[config.mk]
export PLATFORM = sky130hd
export DESIGN_NAME = alu_decode
export DESIGN_NICKNAME = d
export VERILOG_FILES = /design/src/rtl/alu_decode.sv
export SDC_FILE = /design/constraint.sdc
export NUM_CORES = 1
export LEC_CHECK = 0
export ABC_AREA = 0
export CAP_MARGIN = 0
export CORE_MARGIN = 1
export CORE_UTILIZATION = 43
export CTS_BUF_LIST = sky130_fd_sc_hd__clkbuf_2
export DETAILED_ROUTE_END_ITERATION = 8
export GPL_TIMING_DRIVEN = 0
export PLACE_DENSITY = 0.89
export RECOVER_POWER = 25
export SLEW_MARGIN = 20
export SYNTH_ARGS = -nofsm -noshare
export SYNTH_HDL_FRONTEND = slang
export SYNTH_SLANG_ARGS = --single-unit
[constraint.sdc]
create_clock -name clk -period 5.2 [get_ports clk]
set_input_delay 1.04 -clock clk [delete_from_list [all_inputs] [get_ports clk]]
set_output_delay 1.04 -clock clk [all_outputs]
set_load 0.02 [all_outputs]
[src/rtl/alu_decode.sv]
// rtl/alu_decode.sv - RV32I ALU decode/issue stage; optional sticky trap under ALU_DECODE_TRAP_EN
module alu_decode #(
   parameter int XLEN  = 32,
   parameter int CNT_W = 8
) (
   input  logic             clk,
   input  logic             rst,
   input  logic             in_valid,
   output logic             in_ready,
   input  logic [31:0]      instr,
   input  logic [XLEN-1:0]  pc,
   input  logic [XLEN-1:0]  rs1_data,
   input  logic [XLEN-1:0]  rs2_data,
   output logic             out_valid,
   input  logic             out_ready,
   output logic [XLEN-1:0]  x,
   output logic [XLEN-1:0]  y,
   output logic [2:0]       ctrl,
   output logic             alt,
   output logic [4:0]       rd,
   output logic             we,
   output logic             illegal,
   output logic [CNT_W-1:0] illegal_cnt,
   output logic             trap,
   input  logic             trap_clr
);

   localparam logic [6:0] OPC_OP    = 7'b0110011;
   localparam logic [6:0] OPC_IMM   = 7'b0010011;
   localparam logic [6:0] OPC_LUI   = 7'b0110111;
   localparam logic [6:0] OPC_AUIPC = 7'b0010111;
   localparam logic [6:0] F7_ZERO   = 7'b0000000;
   localparam logic [6:0] F7_ALT    = 7'b0100000;

   logic [6:0]      opcode;
   logic [2:0]      funct3;
   logic [6:0]      funct7;
   logic            dec_legal;
   logic [XLEN-1:0] dec_x;
   logic [XLEN-1:0] dec_y;
   logic [2:0]      dec_ctrl;
   logic            dec_alt;
   logic            accept;
   logic            stall;

   assign opcode = instr[6:0];
   assign funct3 = instr[14:12];
   assign funct7 = instr[31:25];

   // Decode the presented instruction; anything illegal collapses to a zeroed NOP
   always_comb begin
      dec_legal = 1'b0;
      dec_x     = '0;
      dec_y     = '0;
      dec_ctrl  = 3'b000;
      dec_alt   = 1'b0;
      case (opcode)
         OPC_OP: begin
            if (funct7 == F7_ZERO ||
                (funct7 == F7_ALT && (funct3 == 3'b000 || funct3 == 3'b101))) begin
               dec_legal = 1'b1;
               dec_x     = rs1_data;
               dec_y     = rs2_data;
               dec_ctrl  = funct3;
               dec_alt   = instr[30];
            end
         end
         OPC_IMM: begin
            case (funct3)
               3'b001: begin
                  if (funct7 == F7_ZERO) begin
                     dec_legal = 1'b1;
                     dec_x     = rs1_data;
                     dec_y     = {{(XLEN-5){1'b0}}, instr[24:20]};
                     dec_ctrl  = funct3;
                  end
               end
               3'b101: begin
                  if (funct7 == F7_ZERO || funct7 == F7_ALT) begin
                     dec_legal = 1'b1;
                     dec_x     = rs1_data;
                     dec_y     = {{(XLEN-5){1'b0}}, instr[24:20]};
                     dec_ctrl  = funct3;
                     dec_alt   = instr[30];
                  end
               end
               default: begin
                  dec_legal = 1'b1;
                  dec_x     = rs1_data;
                  dec_y     = {{(XLEN-12){instr[31]}}, instr[31:20]};
                  dec_ctrl  = funct3;
               end
            endcase
         end
         OPC_LUI: begin
            dec_legal = 1'b1;
            dec_y     = {instr[31:12], 12'b0};
         end
         OPC_AUIPC: begin
            dec_legal = 1'b1;
            dec_x     = pc;
            dec_y     = {instr[31:12], 12'b0};
         end
         default: begin
            dec_legal = 1'b0;
         end
      endcase
   end

   assign in_ready = (!out_valid || out_ready) && !stall;
   assign accept   = in_valid && in_ready;

`ifdef ALU_DECODE_TRAP_EN
   typedef enum logic {ST_RUN, ST_TRAP} state_t;
   state_t state_q, state_d;

   // Trap FSM next state; an illegal accept takes priority over a same-edge clear
   always_comb begin
      state_d = state_q;
      case (state_q)
         ST_RUN:  if (accept && !dec_legal) state_d = ST_TRAP;
         ST_TRAP: if (trap_clr)             state_d = ST_RUN;
      endcase
   end

   // Trap state register
   always_ff @(posedge clk) begin
      if (rst) state_q <= ST_RUN;
      else     state_q <= state_d;
   end

   assign trap  = (state_q == ST_TRAP);
   assign stall = trap;
`else
   logic unused_trap_clr;
   assign unused_trap_clr = trap_clr;
   assign trap  = 1'b0;
   assign stall = 1'b0;
`endif

   logic             out_valid_q, out_valid_d;
   logic [XLEN-1:0]  x_q, x_d, y_q, y_d;
   logic [2:0]       ctrl_q, ctrl_d;
   logic             alt_q, alt_d, we_q, we_d, illegal_q, illegal_d;
   logic [4:0]       rd_q, rd_d;
   logic [CNT_W-1:0] illegal_cnt_q, illegal_cnt_d;

   // Output register next state: load on accept, drop valid when consumed, otherwise hold
   always_comb begin
      out_valid_d   = out_valid_q;
      x_d           = x_q;
      y_d           = y_q;
      ctrl_d        = ctrl_q;
      alt_d         = alt_q;
      rd_d          = rd_q;
      we_d          = we_q;
      illegal_d     = illegal_q;
      illegal_cnt_d = illegal_cnt_q;
      if (accept) begin
         out_valid_d = 1'b1;
         x_d         = dec_x;
         y_d         = dec_y;
         ctrl_d      = dec_ctrl;
         alt_d       = dec_alt;
         rd_d        = instr[11:7];
         we_d        = dec_legal && (instr[11:7] != 5'd0);
         illegal_d   = !dec_legal;
         if (!dec_legal && illegal_cnt_q != {CNT_W{1'b1}})
            illegal_cnt_d = illegal_cnt_q + CNT_W'(1);
      end else if (out_ready) begin
         out_valid_d = 1'b0;
      end
   end

   // Output and counter registers
   always_ff @(posedge clk) begin
      if (rst) begin
         out_valid_q   <= 1'b0;
         x_q           <= '0;
         y_q           <= '0;
         ctrl_q        <= 3'b000;
         alt_q         <= 1'b0;
         rd_q          <= 5'd0;
         we_q          <= 1'b0;
         illegal_q     <= 1'b0;
         illegal_cnt_q <= '0;
      end else begin
         out_valid_q   <= out_valid_d;
         x_q           <= x_d;
         y_q           <= y_d;
         ctrl_q        <= ctrl_d;
         alt_q         <= alt_d;
         rd_q          <= rd_d;
         we_q          <= we_d;
         illegal_q     <= illegal_d;
         illegal_cnt_q <= illegal_cnt_d;
      end
   end

   assign out_valid   = out_valid_q;
   assign x           = x_q;
   assign y           = y_q;
   assign ctrl        = ctrl_q;
   assign alt         = alt_q;
   assign rd          = rd_q;
   assign we          = we_q;
   assign illegal     = illegal_q;
   assign illegal_cnt = illegal_cnt_q;

endmodule
# Word-level counts from Yosys, hierarchy flattened

Index checks and enable logic that the tools add are counted.

$add $sub $neg: 1
Equal/unequal tests: 8
Muxes and demuxes: 26
Reductions and logical operators: 16

Operator list:

| cell                                                                  | number |
|---|---|
| 32-bit case mux with 3 select lines                                   | 2 |
| 32-bit 2-to-1 mux                                                     | 4 |
| 32-bit case mux with 2 select lines                                   | 2 |
| 7-bit by 6-bit equality test with 1-bit output, second input constant | 3 |
| 7-bit by 5-bit equality test with 1-bit output, second input constant | 2 |
| 3-bit case mux with 2 select lines                                    | 2 |
| 5-bit 2-to-1 mux                                                      | 2 |
| 3-bit 2-to-1 mux                                                      | 3 |
| 8-bit by 1-bit adder with 8-bit output, second input constant         | 1 |
| 1-bit 2-to-1 mux                                                      | 8 |
| 8-bit inequality test, second input constant                          | 1 |
| 7-bit zero test                                                       | 1 |
| 5-bit nonzero test                                                    | 1 |
| 1-bit logical AND                                                     | 4 |
| 1-bit logical OR                                                      | 4 |
| 1-bit case mux with 2 select lines                                    | 2 |
| 3-bit by 1-bit equality test with 1-bit output, second input constant | 1 |
| 3-bit equality test, second input constant                            | 1 |
| 3-bit zero test                                                       | 1 |
| 1-bit case mux with 3 select lines                                    | 1 |
| 1-bit zero test                                                       | 2 |
| 2-bit AND reduction                                                   | 1 |
| 2-bit nonzero test                                                    | 1 |
| 2-bit OR reduction                                                    | 1 |

Register bits after elaboration: 84
Input port bits: 133
Output and inout bits: 86
Logic and storage cells: 60

# Depth between registers and ports, before layout

Word-level depth: 9
Gate-level depth with buffers: 7
Gate-level depth less buffers: 6

# Worst setup path after synthesis

No wires, ideal clock.

Path kind: input port to flip-flop
Start: input port out_ready
End: register illegal_cnt_q[4] (netlist: illegal_cnt[4])
Library setup time: 0.123 ns
Arrival: 2.367 ns
Data required time: 5.077 ns
Setup slack: 2.709 ns
Cell stages on the path: 7
Buffers on the path: 2
Cell sequence: nand2b_2 > and2_1 > buf_2 > clkbuf_1 > nand2_1 > nor4_2 > mux2_1

Word-level cells in the longest chain between the ends: 3

Ends and longest elaborated chain:

| what                                 | line | source |
|---|---|---|
| start: declaration                   | 15   | `input logic out_ready,` |
| 1-bit logical OR                     | 110  | `assign in_ready = (!out_valid \|\| out_ready) && !stall;` |
| 1-bit logical AND                    | 111  | `assign accept = in_valid && in_ready;` |
| 2-bit AND reduction (no source line) | n/a  |  |
| end signal: assignment               | 196  | `illegal_cnt_q <= illegal_cnt_d;` |
| end: declaration                     | 146  | `logic [CNT_W-1:0] illegal_cnt_q, illegal_cnt_d;` |

No other way between the ends.
A chain may end at the register's enable or synchronous reset.

# Worst setup path in the final report

Start: input port instr[25]
End: register x_q[6] (netlist: x[6])

Word-level cells in the longest chain between the ends: 5

Ends and longest elaborated chain:

| what                                                                                     | line   | source |
|---|---|---|
| start: declaration                                                                       | 10     | `input logic [31:0] instr,` |
| 7-bit by 6-bit equality test with 1-bit output / 7-bit zero test (equally long branches) | n/a    |  |
| 1-bit logical OR / 1-bit logical AND (equally long branches)                             | 79, 60 |  |
| 32-bit 2-to-1 mux / 1-bit logical OR (equally long branches)                             | 79, 59 |  |
| 32-bit case mux with 2 select lines / 32-bit 2-to-1 mux (equally long branches)          | 69, 59 |  |
| 32-bit case mux with 3 select lines *                                                    | 57     | `case (opcode)` |
| end signal: assignment                                                                   | 179    | `x_q <= '0;` |
| end signal: assignment                                                                   | 189    | `x_q <= x_d;` |
| end: declaration                                                                         | 142    | `logic [XLEN-1:0] x_q, x_d, y_q, y_d;` |

Every way passes the cells marked *; elsewhere a longest branch is shown, timed or not.

==> impl_metrics.json <==
{
  "rsz0062_at_grt": "no",
  "synth_cell_types": 56,
  "viasPerCell": 5.47,
  "r2r_cells": 7,
  "placed_cells": 755,
  "setup_tns_ps": 0,
  "syn_nets": 566,
  "hpwl_um": 9820,
  "clk_pin_slew_ps": 220,
  "period_share_pct": 65.6,
  "core_area_mm2": 0.00868,
  "fin_worst_skew_ps": 20.5,
  "ys_warn_count": 0,
  "multi_input_area_mm2": 0.00193,
  "gp_congestion": 0.839,
  "relSlewSlack_pct": 31.1,
  "synth_xor_area_share_pct": 0.228,
  "met3_usage_pct": 8.06,
  "nFillCells": 670,
  "r2r_end": "x[6]",
  "switching_power_w": 0.000305,
  "antenna_found_initial": 0,
  "die_w_um": 96.5,
  "grt_pass1_wl_um": 18500,
  "vias": 4218,
  "worstHoldEndpoint": "y[9]",
  "root_buffer": "clkbuf_2",
  "post_cts_resized": 0,
  "first_global_vias": 3979,
  "power_frac_comb_pct": 14.9,
  "cts_tree": "yes",
  "power_w": 0.00122,
  "io_buffers": 215,
  "hp-start": "y[9]",
  "worstPathArrival_ps": 3870,
  "die_y_um": 96.5,
  "timing.fmax_ghz": 0.293,
  "numCtsBuffers": 9,
  "powerDensity_mw_per_mm2": 196,
  "yosysSeqAreaShare_pct": 43.8,
  "fin_nets": 792,
  "sw_frac_of_total_pct": 24.9,
  "synthMuxAreaShare_pct": 0.847,
  "dieArea_mm2": 0.00932,
  "status": "finished clean",
  "setup_viol": 0,
  "grt_max_degree": 15,
  "syn_inst": 432,
  "intPower_w": 0.000919,
  "boundaryPins": 219,
  "initial_utilization_pct": 44.3,
  "pwr-share-clk_pct": 31.6,
  "synth-compound-area-share_pct": 27.8,
  "rr_startpoint": "out_valid",
  "busiest_layer": "met2",
  "synth_top_family_by_area": "compound AO/OA/AOI/OAI gates",
  "drive_above_1_share_pct": 5.73,
  "grtUsageMet2_pct": 48.1,
  "dr.first_iter.drc_count": 141,
  "syn-cell-area_mm2": 0.00384,
  "wl_per_cell_um": 16.2,
  "postCtsHoldBufs": 0,
  "drt_pass1_iterations": 5,
  "cts_max_level": 3,
  "fin_crit_ps": 3410,
  "synth_flop_cell": "dfxtp_1",
  "worstSkewPairLatency_ps": 520,
  "synth-simple-area-share_pct": 21.7,
  "worstSetupPathType": "primary input to register",
  "final_antenna_net_count": 0,
  "post-route-drc-count": 0,
  "syn_to_final_growth_pct": 62.1,
  "p_seq_share_pct": 53.6,
  "holdPathStages": 2,
  "worst_ir_drop_vdd_v": 0.000161,
  "synth_async_sr_flop_share_pct": 0,
  "diodes": 0,
  "ys_seq_elements": 84,
  "r2r_setup_slack_ps": 2740,
  "crit_required_ps": 5660,
  "cts_setup_buffers": 0,
  "grt-ovfl-total": 0,
  "tightest_slew_ps": 1020,
  "rows": 34,
  "grt_usage_pct": 25.9,
  "hold_violations": 0,
  "path_max_fanout": 10,
  "startpoint_type": "primary input",
  "cp-end-kind": "register",
  "avgSynthCellArea_um2": 8.89,
  "synth_adder_area_share_pct": 0.326,
  "leakage_nw": 2.41,
  "final-instance-count-excl-fill": 771,
  "final-seq-area_mm2": 0.00168,
  "hold_path_class": "register to register",
  "grtUsageMet1_pct": 28.0,
  "totalWireLength_um": 12500,
  "clockBufferDepth": 2,
  "synth_edf_count": 0,
  "maxCapViolCount": 0,
  "cts_num_sinks": 84,
  "slew_viol_final": 0
}
cell type report:
class / count / area share [%]
clock inverters: 7 / 1.47
clock buffers: 9 / 0.723
flip-flops and latches: 84 / 27.0
multi-input cells: 306 / 30.9
plain buffers: 37 / 2.85
well taps: 108 / 2.17
inverters: 5 / 0.301
repair buffers: 215 / 34.6
worst max-delay path by stage:
stage | start | end | slack, ps | cells after the start
after floorplan | out_ready | illegal_cnt[4] | 2710 | 7
after global placement | out_ready | in_ready | 1890 | 3
after detailed placement | instr[25] | y[1] | 1820 | 6
after CTS | out_ready | in_ready | 1890 | 3
after global routing | instr[25] | x[3] | 1640 | 7
final | instr[25] | x[6] | 1790 | 7
worst max-delay path: stages:
cell	delay, ps
dlygate4sd3_1	600
nor4_1	560
a31oi_1	330
o22a_1	260
nor3_1	710
buf_6	240
o2bb2ai_1	130
logic make-up after synthesis:
family	count (synthesis)
and+or+nand+nor	151
AOI/OAI and AO/OA	149
DFF	84
buffers and inverters	42
muxes	3
adders and majority gates	1
other	1
xor gates and xnor gates	1
stage by stage:
stage          worst slack (ps)  util [%]  hold slack, ps  area (µm²)
3_3_place_gp               1890      70.6             424        6130
6_report                   1790      71.8             447        6230
3_5_place_dp               1820      70.6             430        6130
4_1_cts                    1890      72.2             454        6270
2_1_floorplan              2710         -             515        3840
5_1_grt                    1640      71.8             473        6230
power groups by stage:
stage | Clock [W] | Sequential (W) | Combinational (W)
2_1_floorplan | 0 | 0.000674 | 0.0000447
3_3_place_gp | 0 | 0.000667 | 0.000182
3_5_place_dp | 0 | 0.000668 | 0.000184
4_1_cts | 0.000394 | 0.000656 | 0.000185
5_1_grt | 0.000426 | 0.000657 | 0.000195
6_report | 0.000386 | 0.000655 | 0.000182
cell usage after synthesis (all sizes together) (2+ instances only):
cell | number | area share (%)
dfxtp | 84 | 44
nor2 | 11 | 1.1
clkbuf | 21 | 2.1
o31ai | 2 | 0.39
o21ai | 5 | 0.65
a31oi | 3 | 0.49
or3 | 2 | 0.33
nand3 | 5 | 0.78
nor3 | 5 | 1.2
nor2b | 5 | 0.81
a22oi | 11 | 2.1
or4 | 2 | 0.39
and2 | 2 | 0.33
a21oi | 61 | 7.9
a32o | 4 | 1.0
o21a | 3 | 0.59
o41ai | 2 | 0.65
o31a | 2 | 0.46
a221o | 20 | 5.2
nand2 | 65 | 6.4
nand4 | 2 | 0.33
buf | 16 | 2.7
and3 | 34 | 5.5
nand2b | 3 | 0.55
inv | 5 | 0.49
nor4 | 7 | 2.0
o2bb2ai | 32 | 7.3
mux2 | 2 | 0.59
registers in the layout (all words and copies together), names as in the netlist:
register	flops
rd	5
illegal	1
alt	1
ctrl	3
x	32
out_valid	1
y	32
illegal_cnt	8
we	1
cells in the final DEF, fill, tap and decap left out, types with 9 or more instances in the layout:
cell type,instances
clkbuf_1,23
dlygate4sd3_1,25
a22oi_1,11
nand2_1,64
clkdlybuf4s50_1,190
a21oi_1,61
and3_1,34
dfxtp_1,84
nor2_1,11
buf_2,10
o2bb2ai_1,32
clkbuf_2,9
a221o_1,20
layer usage:
metal / vias to the layer above / wire length [µm]
li1: 2068 / -
met1: 1942 / 4780
met2: 195 / 6290
met3: 13 / 1280
met4: 0 / 135
met5: - / 0
Power figures use the tool's default switching activity.
==> variant 1: new RTL, config.mk and constraints unchanged <==
Change the parameter `CNT_W` from 8 to 7.
--- a/src/rtl/alu_decode.sv
+++ b/src/rtl/alu_decode.sv
@@ -1,7 +1,7 @@
 // rtl/alu_decode.sv - RV32I ALU decode/issue stage; optional sticky trap under ALU_DECODE_TRAP_EN
 module alu_decode #(
    parameter int XLEN  = 32,
-   parameter int CNT_W = 8
+   parameter int CNT_W = 7
 ) (
    input  logic             clk,
    input  logic             rst,
Interface: changed (resized illegal_cnt); port bits go from 219 to 218. No check against the original RTL was run, so the function may have changed too.
==> variant 1 against the original RTL <==
  * Clock power is 12% lower
  * Wire length is 16% higher
  * Design area is 0.30% higher
  * Die area is 1.7% higher
  * Total power is 0.93% lower
  * Synthesized cell count is 11% higher
  * Worst setup slack worse by 0.14 ns
  * Synthesized area is 1.7% higher
  * Sequential cell count is 1 lower
  * Critical endpoint is now y[28]
  * Largest power group unchanged
==> variant 1: results (changes against the original RTL) <==
Status
  • Outcome: completed

Placed design
  • Final HPWL DP: 11.0 mm (+12%)
  • Placed Cells: 798 (+5.7%)
  • Port Buf Inserts: 212 (-1.4%)
  • Pre-CTS setup slack: 1.80 ns (-0.0220 ns)
  • RD Place Congestion: 0.922 (+9.8%)
  • Placement Cell Area: 6170 um^2 (+0.59%)

Synth
  • Synth area leaders: dfxtp_1 43%, nand2_1 8.5%, nand3_1 5.8%
  • Area leader, netlist: dfxtp_1
  • Commonest cells post-synth: 88 x nand2_1, 83 x dfxtp_1, 45 x nand3_1, 34 x a21oi_1, 32 x clkbuf_1
  • Syn nets: 612 (+8.1%)
  • Sequential element share of the synthesized area: 0.425 (-0.0125)
  • Mean Syn Cell Area: 8.18 um^2 (-8.1%)

Route
  • Number of DRC markers in iteration 0: 239 (+70%)
  • Drt via density: 5.72 (+4.6%)
  • Final WL: 14.5 mm (+16%)
  • Drc violations: 0 (unchanged)

Finish
  • Share of post-route cells with drive strength above 1: 0.0439 (-0.0134)
  • Fin nets: 835 (+5.4%)
  • Non-Filler Instances: 815 (+5.7%)
  • Fillers: 717 (+7.0%)

GRT
  • First-pass GRT wire length: 23.4 mm (+26%)
  • Vias in the first global route: 4665 (+17%)
  • Global-route usage over all layers: 0.305 (+0.0465)
  • Largest net degree at the start of global routing: 14 (-1)

STA
  • Slew @ Worst Pin: 0.838 ns (-0.186 ns)
  • Clock skew: 0.0251 ns (+0.00457 ns)

Critical path
  • Worst Path Max Fanout: 10 (unchanged)
  • Worst endpoint data arrival time: 4.05 ns (+0.18 ns)

Power
  • P_leak: 2.30 nW (-4.4%)
  • Peak VDD IR: 0.153 mV (-5.0%)
-- variant 1: where the power goes --
part | leakage [nW] | internal, mW | switching, mW
clock network | 0.0722 | 0.117 | 0.224
registers | 0.670 | 0.644 | 0.00458
logic | 1.56 | 0.120 | 0.103
total | 2.30 | 0.881 | 0.331
-- variant 1: path summary, 6_finish.rpt --
check | from | end | slack [ns] | depth (start not counted)
setup / recovery | instr[4] | y[28] | 1.65 | 8
hold / removal | ctrl[1] | ctrl[1] | 0.46 | 2
setup reg to reg | out_valid | ctrl[1] | 2.92 | 7
hold reg to reg | ctrl[1] | ctrl[1] | 0.46 | 2
-- variant 1: cell type report --
class,count,area [um^2],share of cell area
Buffer,43,185,0.0296
Inverter,5,18.8,0.00300
Tap cell,108,135,0.0216
Sequential cell,83,1660,0.266
Clock buffer,12,60.1,0.00961
Clock inverter,4,51.3,0.00821
Multi-Input combinational cell,347,2010,0.322
Timing Repair Buffer,212,2120,0.340
Antenna cell,1,2.50,0.000401
-- variant 1: kinds of logic after synthesis --
family / count (synthesis) / share of synthesized area
compound gates: 146 / 0.259
flops: 83 / 0.425
buf+inv: 48 / 0.0535
other cells: 1 / 0.000959
mux: 4 / 0.0112
simple gates: 194 / 0.245
xor+xnor: 1 / 0.00224
fa+ha+maj: 1 / 0.00320
-- variant 1: metal layers --
layer,track usage,part of all wire
met1,0.373,0.41
met2,0.529,0.49
met5,0,0
met3,0.0662,0.071
met4,0.107,0.027
-- variant 1: critical path: stages --
cell           delay [ns]
dlygate4sd3_1        0.55
nor3b_1              0.38
nand3_1              0.28
nor3_1               0.70
and3_1               0.27
clkbuf_1             0.40
buf_4                0.27
a221o_1              0.14
==> variant 2: new RTL, same settings <==
Made on the original files. `y_q` no longer has a reset.
--- a/src/rtl/alu_decode.sv
+++ b/src/rtl/alu_decode.sv
@@ -177,7 +177,6 @@
       if (rst) begin
          out_valid_q   <= 1'b0;
          x_q           <= '0;
-         y_q           <= '0;
          ctrl_q        <= 3'b000;
          alt_q         <= 1'b0;
          rd_q          <= 5'd0;
@@ -187,7 +186,6 @@
       end else begin
          out_valid_q   <= out_valid_d;
          x_q           <= x_d;
-         y_q           <= y_d;
          ctrl_q        <= ctrl_d;
          alt_q         <= alt_d;
          rd_q          <= rd_d;
@@ -195,6 +193,10 @@
          illegal_q     <= illegal_d;
          illegal_cnt_q <= illegal_cnt_d;
       end
+   end
+
+   always_ff @(posedge clk) begin
+      y_q <= y_d;
    end
 
    assign out_valid   = out_valid_q;
Behaviour: not the same (a bounded check fails within 4 cycles, from zero or initial values and one cycle with rst high).
==> variant 2 against the original RTL <==
  * Final cell count down 3.9%
  * Hold slack gained 0.023 ns
  * Synthesized area up 5.4%
  * Design area is 3.2% higher
  * Global-route usage up 2.8 points
  * Die area rose by 5.3%
  * Total power increased by 3.6%
  * Wire length rose by 14%
  * Sequential cell count unchanged
  * Worst setup slack improved by 0.065 ns
==> variant 2: results (changes against the original RTL) <==
Critical path
  • Critical path's largest stage delay: 0.68 ns (-0.03 ns)
  • CP delay by family, top: compound AO/OA/AOI/OAI gates
  • Worst endpoint data arrival time: 3.75 ns (-0.12 ns)
  • R2r endpoint: ctrl[0]
  • Slowest CP cell: o21ai_0
  • R2R setup slack: 2.81 ns (+0.07 ns)

Power
  • Peak VDD IR: 0.136 mV (-15%)
  • Internal power: 0.939 mW (+2.2%)
  • Seq power: 0.709 mW (+8.2%)
  • Clock-net power: 0.329 mW (-15%)
  • Clk pwr share: 0.260 (-0.056)
  • P_leak: 2.36 nW (-2.1%)

Synth
  • Mean Syn Cell Area: 10.1 um^2 (+14%)
  • Post-synth EDFFs: 32 (+32)
  • Ys async rst share: 0 (unchanged)
  • Synth area leaders: dfxtp_1 26%, edfxtp_1 24%, a221oi_1 6.3%
  • Yosys cell types: 52 (-7.1%)
  • Sequential element share of the synthesized area: 0.494 (+0.0565)
  • Most common cell in the netlist: nand2_1
  • Commonest cells post-synth: 53 x nand2_1, 52 x dfxtp_1, 40 x nand3_1, 32 x edfxtp_1, 29 x a221oi_1
  • Syn nets: 534 (-5.7%)

GRT
  • Global-route usage over all layers: 0.287 (+0.0281)
  • Largest net degree at the start of global routing: 42 (+27)
  • First-pass GRT wire length: 21.9 mm (+18%)

Placed design
  • Placed Cells: 725 (-4.0%)
  • RD Place Congestion: 0.832 (-0.87%)
  • Port Buf Inserts: 214 (-0.47%)
  • Final HPWL DP: 10.9 mm (+11%)
  • Placement Cell Area: 6330 um^2 (+3.3%)
  • Pre-CTS setup slack: 1.63 ns (-0.186 ns)

STA
  • Post-route setup slack: 1.85 ns (+0.0653 ns)
  • Max_slew headroom: 0.399 (+0.0878)
  • Clock skew: 0.0435 ns (+0.0229 ns)
  • Worst hold slack: 0.470 ns (+0.0233 ns)

Clock network
  • Num CTS Buffers: 9 (unchanged)
  • Worst-path clk slew: 0.20 ns (-0.02 ns)

Route
  • Final WL: 14.2 mm (+14%)
  • Drt first pass iters: 6 (+1)
  • Number of DRC markers in iteration 0: 257 (+82%)

Finish
  • Non-Filler Instances: 741 (-3.9%)
  • Diode count: 0 (unchanged)
  • Fin nets: 759 (-4.2%)
  • Share of post-route cells with drive strength above 1: 0.0762 (+0.0189)

Min path
  • HP Start: illegal
  • Worst hold endpoint: illegal

Status
  • Outcome: completed
variant 2: cell count changes after synthesis, moves of 28 or more:
cell	unedited run	this run
a21oi_1	61	18
nand3_1	4	40
dfxtp_1	84	52
edfxtp_1	0	32
o2bb2ai_1	32	0
a221oi_1	0	29
a21boi_0	0	28
and3_1	34	6
variant 2: worst register-to-register path: stages (launching register included):
cell and delay, ns:
dfxtp_1 0.36, nand2b_1 0.13, nand2_1 0.27, inv_1 0.27, buf_2 0.75, and3_1 0.29
nand3_1 0.10, a21oi_1 0.17
variant 2: area by class of cell:
cell class	instances	area (um^2)
clock buffers	10	50.0
plain buffers	36	180
inverters	4	15.0
clock inverters	6	55.1
fillers	684	2770
repair buffers	214	2140
flip-flops and latches	84	2000
multi-input cells	276	1840
well taps	111	139
variant 2: per-layer routing:
layer / vias to the layer above / share of wire / track usage
li1: 1992 / - / -
met1: 2064 / 0.38 / 0.333
met2: 233 / 0.50 / 0.495
met3: 50 / 0.082 / 0.0738
met4: 0 / 0.038 / 0.137
met5: - / 0 / 0
variant 2: cell families (layout without fill, tap and decap cells):
group	Yosys count	count (layout)	share of synthesized area
other cells	1	1	0.000926
mux	7	7	0.0191
xor+xnor	1	1	0.00216
fa+ha+maj	1	1	0.00309
simple gates	141	141	0.179
buf+inv	40	270	0.0482
flops	84	84	0.494
compound gates	125	125	0.254
variant 2: worst max-delay path by stage:
| stage | from | endpoint | depth (start not counted) |
|---|---|---|---|
| final | instr[31] | x[23] | 7 |
| after detailed placement | out_ready | ctrl[0] | 8 |
| after CTS | out_ready | in_ready | 3 |
| after global placement | out_ready | ctrl[0] | 8 |
| after global routing | instr[25] | x[4] | 7 |
| after floorplan | out_ready | ctrl[0] | 7 |
